===== src/rtl/alu_result_collector.sv =====
// ---------------------------------------------------------------------------
// alu_result_collector
//
// Sits behind the ALU. For every accepted op it records the op's address for
// one cycle (the ALU needs that cycle to register its result). On the next
// edge it pushes the {address, result} pair into a small show-ahead FIFO.
// The FIFO is drained over a valid/ready interface.
//
// Ports:
//   clk          clock
//   reset_n      asynchronous active-low reset
//   in_valid     op presented to the ALU this cycle
//   in_addr      address of that op (ALU addr_out)
//   in_ready     collector can take an op this cycle
//   alu_result   registered ALU result (valid one cycle after the op)
//   out_valid    head entry available
//   out_ready    consumer takes the head entry
//   out_addr     head entry address
//   out_result   head entry result
//   count        FIFO occupancy
//   overflow     sticky: a pair was dropped because the FIFO was full
//   ovf_clr      synchronous clear of overflow (a new drop wins)
// ---------------------------------------------------------------------------
module alu_result_collector #(
    parameter int OP_W  = 8,
    parameter int RES_W = 16,
    parameter int DEPTH = 4
) (
    input  logic                       clk,
    input  logic                       reset_n,
    input  logic                       in_valid,
    input  logic [OP_W-1:0]            in_addr,
    output logic                       in_ready,
    input  logic [RES_W-1:0]           alu_result,
    output logic                       out_valid,
    input  logic                       out_ready,
    output logic [OP_W-1:0]            out_addr,
    output logic [RES_W-1:0]           out_result,
    output logic [$clog2(DEPTH+1)-1:0] count,
    output logic                       overflow,
    input  logic                       ovf_clr
);

    localparam int PTR_W = $clog2(DEPTH);
    localparam int CNT_W = $clog2(DEPTH + 1);
    localparam logic [CNT_W-1:0] CNT_FULL  = CNT_W'(DEPTH);
    localparam logic [CNT_W:0]   OCC_LIMIT = (CNT_W + 1)'(DEPTH);

    logic                r_pend_valid;
    logic [OP_W-1:0]     r_pend_addr;
    logic [OP_W-1:0]     r_mem_addr [DEPTH];
    logic [RES_W-1:0]    r_mem_res  [DEPTH];
    logic [PTR_W-1:0]    r_wr_ptr;
    logic [PTR_W-1:0]    r_rd_ptr;
    logic [CNT_W-1:0]    r_count;
    logic                r_overflow;

    logic                w_accept;
    logic                w_pop;
    logic                w_full;
    logic                w_push;
    logic                w_drop;
    logic [CNT_W:0]      w_occ;

    // Handshake and FIFO control decoded from registered state.
    always_comb begin
        w_occ    = {1'b0, r_count} + {{CNT_W{1'b0}}, r_pend_valid};
        w_full   = (r_count == CNT_FULL);
        w_pop    = (r_count != {CNT_W{1'b0}}) && out_ready;
        // A pop at the same edge frees the slot the push lands in.
        w_push   = r_pend_valid && (!w_full || w_pop);
        w_drop   = r_pend_valid && w_full && !w_pop;
        w_accept = in_valid && in_ready;
    end

    // The in-flight op counts against capacity; a same-cycle pop is not
    // credited, so in_ready never depends on out_ready.
    assign in_ready   = (w_occ < OCC_LIMIT);
    assign out_valid  = (r_count != {CNT_W{1'b0}});
    assign out_addr   = r_mem_addr[r_rd_ptr];
    assign out_result = r_mem_res[r_rd_ptr];
    assign count      = r_count;
    assign overflow   = r_overflow;

    // Stage 1: hold the address while the ALU computes its result.
    always_ff @(posedge clk or negedge reset_n) begin
        if (!reset_n) begin
            r_pend_valid <= 1'b0;
            r_pend_addr  <= {OP_W{1'b0}};
        end else if (w_accept) begin
            r_pend_valid <= 1'b1;
            r_pend_addr  <= in_addr;
        end else begin
            r_pend_valid <= 1'b0;
        end
    end

    // Stage 2: pair storage; the result is stored at full RES_W width.
    always_ff @(posedge clk or negedge reset_n) begin
        if (!reset_n) begin
            for (int i = 0; i < DEPTH; i++) begin
                r_mem_addr[i] <= {OP_W{1'b0}};
                r_mem_res[i]  <= {RES_W{1'b0}};
            end
        end else if (w_push) begin
            r_mem_addr[r_wr_ptr] <= r_pend_addr;
            r_mem_res[r_wr_ptr]  <= alu_result;
        end
    end

    // Pointers wrap naturally because DEPTH is a power of two.
    always_ff @(posedge clk or negedge reset_n) begin
        if (!reset_n) begin
            r_wr_ptr <= {PTR_W{1'b0}};
            r_rd_ptr <= {PTR_W{1'b0}};
        end else begin
            if (w_push) begin
                r_wr_ptr <= r_wr_ptr + PTR_W'(1);
            end
            if (w_pop) begin
                r_rd_ptr <= r_rd_ptr + PTR_W'(1);
            end
        end
    end

    // Occupancy tracks push/pop; both together leave it unchanged.
    always_ff @(posedge clk or negedge reset_n) begin
        if (!reset_n) begin
            r_count <= {CNT_W{1'b0}};
        end else begin
            case ({w_push, w_pop})
                2'b10:   r_count <= r_count + CNT_W'(1);
                2'b01:   r_count <= r_count - CNT_W'(1);
                default: r_count <= r_count;
            endcase
        end
    end

    // Sticky drop flag; a new drop takes priority over the clear.
    always_ff @(posedge clk or negedge reset_n) begin
        if (!reset_n) begin
            r_overflow <= 1'b0;
        end else if (w_drop) begin
            r_overflow <= 1'b1;
        end else if (ovf_clr) begin
            r_overflow <= 1'b0;
        end else begin
            r_overflow <= r_overflow;
        end
    end

endmodule


===== config.mk =====
export PLATFORM = sky130hd
export DESIGN_NAME = alu_result_collector
export DESIGN_NICKNAME = d
export VERILOG_FILES = /design/src/rtl/alu_result_collector.sv
export SDC_FILE = /design/constraint.sdc
export NUM_CORES = 1
export LEC_CHECK = 0
export CAP_MARGIN = 25
export CORE_MARGIN = 10
export CORE_UTILIZATION = 60
export CTS_BUF_LIST = sky130_fd_sc_hd__clkbuf_8
export DETAILED_ROUTE_END_ITERATION = 10
export HOLD_SLACK_MARGIN = 0.12
export PLACE_DENSITY = 0.85
export SETUP_SLACK_MARGIN = 0.15
export SYNTH_ARGS = -nofsm -noshare
export SYNTH_HDL_FRONTEND = slang
export SYNTH_SLANG_ARGS = --single-unit

===== constraint.sdc =====
create_clock -name clk -period 3.35 [get_ports clk]
set_input_delay 0.5025 -clock clk [delete_from_list [all_inputs] [get_ports clk]]
set_output_delay 0.5025 -clock clk [all_outputs]
set_load 0.03 [all_outputs]

==> metrics <==
area of the die=12280 um2; Vias=between 2000 and 3000; Highest Clock Rate=between 300 and 400 MHz; Std-Cell Rows=33; setup TNS=0 ns; Crit Reg-Reg Startpoint=count[1]; most common cell after layout, fill and taps aside=dfrtp_1; ant diodes=0; Hold Crit Class=input pin to asynchronous set/reset pin; clock root buffer=clkbuf_8; sequential area share after synthesis=a little under three fifths; CP Launch Type=flop; clk buf depth=2; Post-Place Cell Area=~5600 um2; htree depth=4; fillers=526; Lkg Pwr=2.493 nW; crit share post-route=roughly nine tenths; initial core utilization=between 60% and 70%; synth warn=0; crit path DAT=2.49 ns; GRT Overall Usage=16.20%; Cell Area, Synth=4950 um2; Crit Path Class=flop to output pin; CP Buf/Inv Count=2; crit-path max FO=15; Final Worst Setup Slack=0.3553 ns; TritonCTS clock tree=built; clock transition at the registers of the reported paths=around 0.070 ns; syn_area_per_cell=16.84 um2; Worst path top cell family by delay=buffers and inverters; Syn Inst Count=about 290; power per cell area=1174 nW/um2; FF+latch count, synth=around 110; Slew headroom=a little under three fifths; 1st-iter DRT viols=between 100 and 150; R2R cell count=8; most frequent cells in the layout=112 x dfrtp_1, 105 x mux2_2, 57 x clkdlybuf4s50_1; CORE AREA=8134 um2; Worst path slowest cell=dfrtp_2; die width=110.8 um; Tightest Pin Transition=0.6581 ns; library cells used by synthesis=22; final hold violations=0; max-slew violation total from the final report=0; Resized cells post-CTS=0; synthesized net count=329; Final min period=between 2 and 3 ns; placed wire-length estimate=6226 um; total power=7.082 mW; proportion of layout cells with a drive suffix above 1=46.13%; IO Port Bufs=58; nets=399; Slowest Stage Delay on Critical Path=0.71 ns; drt first pass iters=4; Die Height=between 100 and 150 um; CP Capture Type=output pin; first-pass GRT wire length=15990 um; drt wl/cell=19.74 um; RD Place Congestion=0.7314; Clock Skews=around 0.012 ns; Placement Setup Slack=0.5221 ns; Post-CTS Hold Buffers=0; via density per instance=5.585; number of global-route vias before repair=3039; post-route ant nets=0; Area Growth Syn to Fin=21.87%; Sink Count=about 110; Post-Route WL=9474 um; worst hold slack=about 0.11 ns; clock latency on the worst-skew pair=approximately 0.42 ns; largest net degree at the start of global routing=63; # setup viols final=0; critical path required time=2.85 ns; cell area after layout=6032 um2; CP cell instances=buf_12, mux4_2, clkdlybuf4s50_1; run status=complete, no violations; Setup crit start=r_rd_ptr[0]; # IOs=59; RSZ-0062 raised after global routing=no; Setup Fix Bufs, Post-CTS=0; cts bufs inserted=17; Peak VDD IR=0.7478 mV; # DRC=0; max cap viols=0; Levels on crit path=3; initial antenna violation count=0; total grt overflow=0
[worst paths after layout]
path,to,slack [ns]
setup / recovery,out_result[6],0.36
hold / removal,r_mem_res[51],0.11
setup reg to reg,count[2],0.99
hold reg to reg,r_mem_res[22],0.50
max in group asynchronous,r_rd_ptr[0],2.46
min in group clk,r_mem_res[22],0.50
[cell families after synthesis]
kind of cell               after synthesis  synth area share, %
AOI/OAI and AO/OA                        3               0.4045
xor gates and xnor gates                 6                1.062
adders and majority gates                6                1.668
buffers and inverters                   21                2.882
DFF                                    113                57.13
muxes                                  130                35.01
and+or+nand+nor                         15                1.845
[power by group]
group	internal, mW	leakage (nW)	switching, mW
sequential	2.07	1.33	0.492
combinational	1.76	0.961	1.45
clock	0.782	0.199	0.536
[layer usage]
layer | vias up | share of wire [%] | track usage (%)
met1 | 1408 | 45 | 20.10
met4 | 0 | 0.66 | 4.080
met2 | 54 | 50 | 25.94
met5 | - | 0 | 0
met3 | 7 | 4.9 | 6.331
li1 | 1212 | - | -
[Yosys cell counts (all sizes together)]
cell    number  area [um2]
nor2         5       28.77
nand2        7       26.28
inv          7       26.28
ha           5       62.56
xnor2        3       26.28
a31oi        1       6.260
o31a         1       8.760
o21ai        1       5.000
nand2b       1       6.260
mux2i        1       10.01
or3          1       6.260
clkbuf       2       7.510
buf         12       108.9
fa           1       20.02
nor4b        1       23.77
dfrtp      113        2828
xor2         3       26.28
mux4        24       540.5
mux2       105        1182
[through the flow]
stage | util, % | cells
final | 74.16 | 480
after global routing | 74.16 | 480
after CTS | 74.16 | 480
after detailed placement | 69.11 | 450
after global placement | 69.11 | 450
after floorplan | - | 294
[final cells by class]
type / instances / area, um2 / area share, %
clock inverters: 10 / 135.1 / 2.240
flip-flops and latches: 113 / 2829 / 46.90
well taps: 105 / 131.4 / 2.178
inverters: 7 / 26.28 / 0.4356
multi-input cells: 160 / 1979 / 32.81
clock buffers: 20 / 275.3 / 4.563
repair buffers: 65 / 655.6 / 10.87
[registers in the layout (all words and copies together), names as in the netlist]
signal,flops
count,3
overflow,1
r_mem_addr,32
r_mem_res,64
r_pend_addr,8
r_pend_valid,1
r_rd_ptr,2
r_wr_ptr,2
No activity file was read; power rests on OpenSTA's default activity.
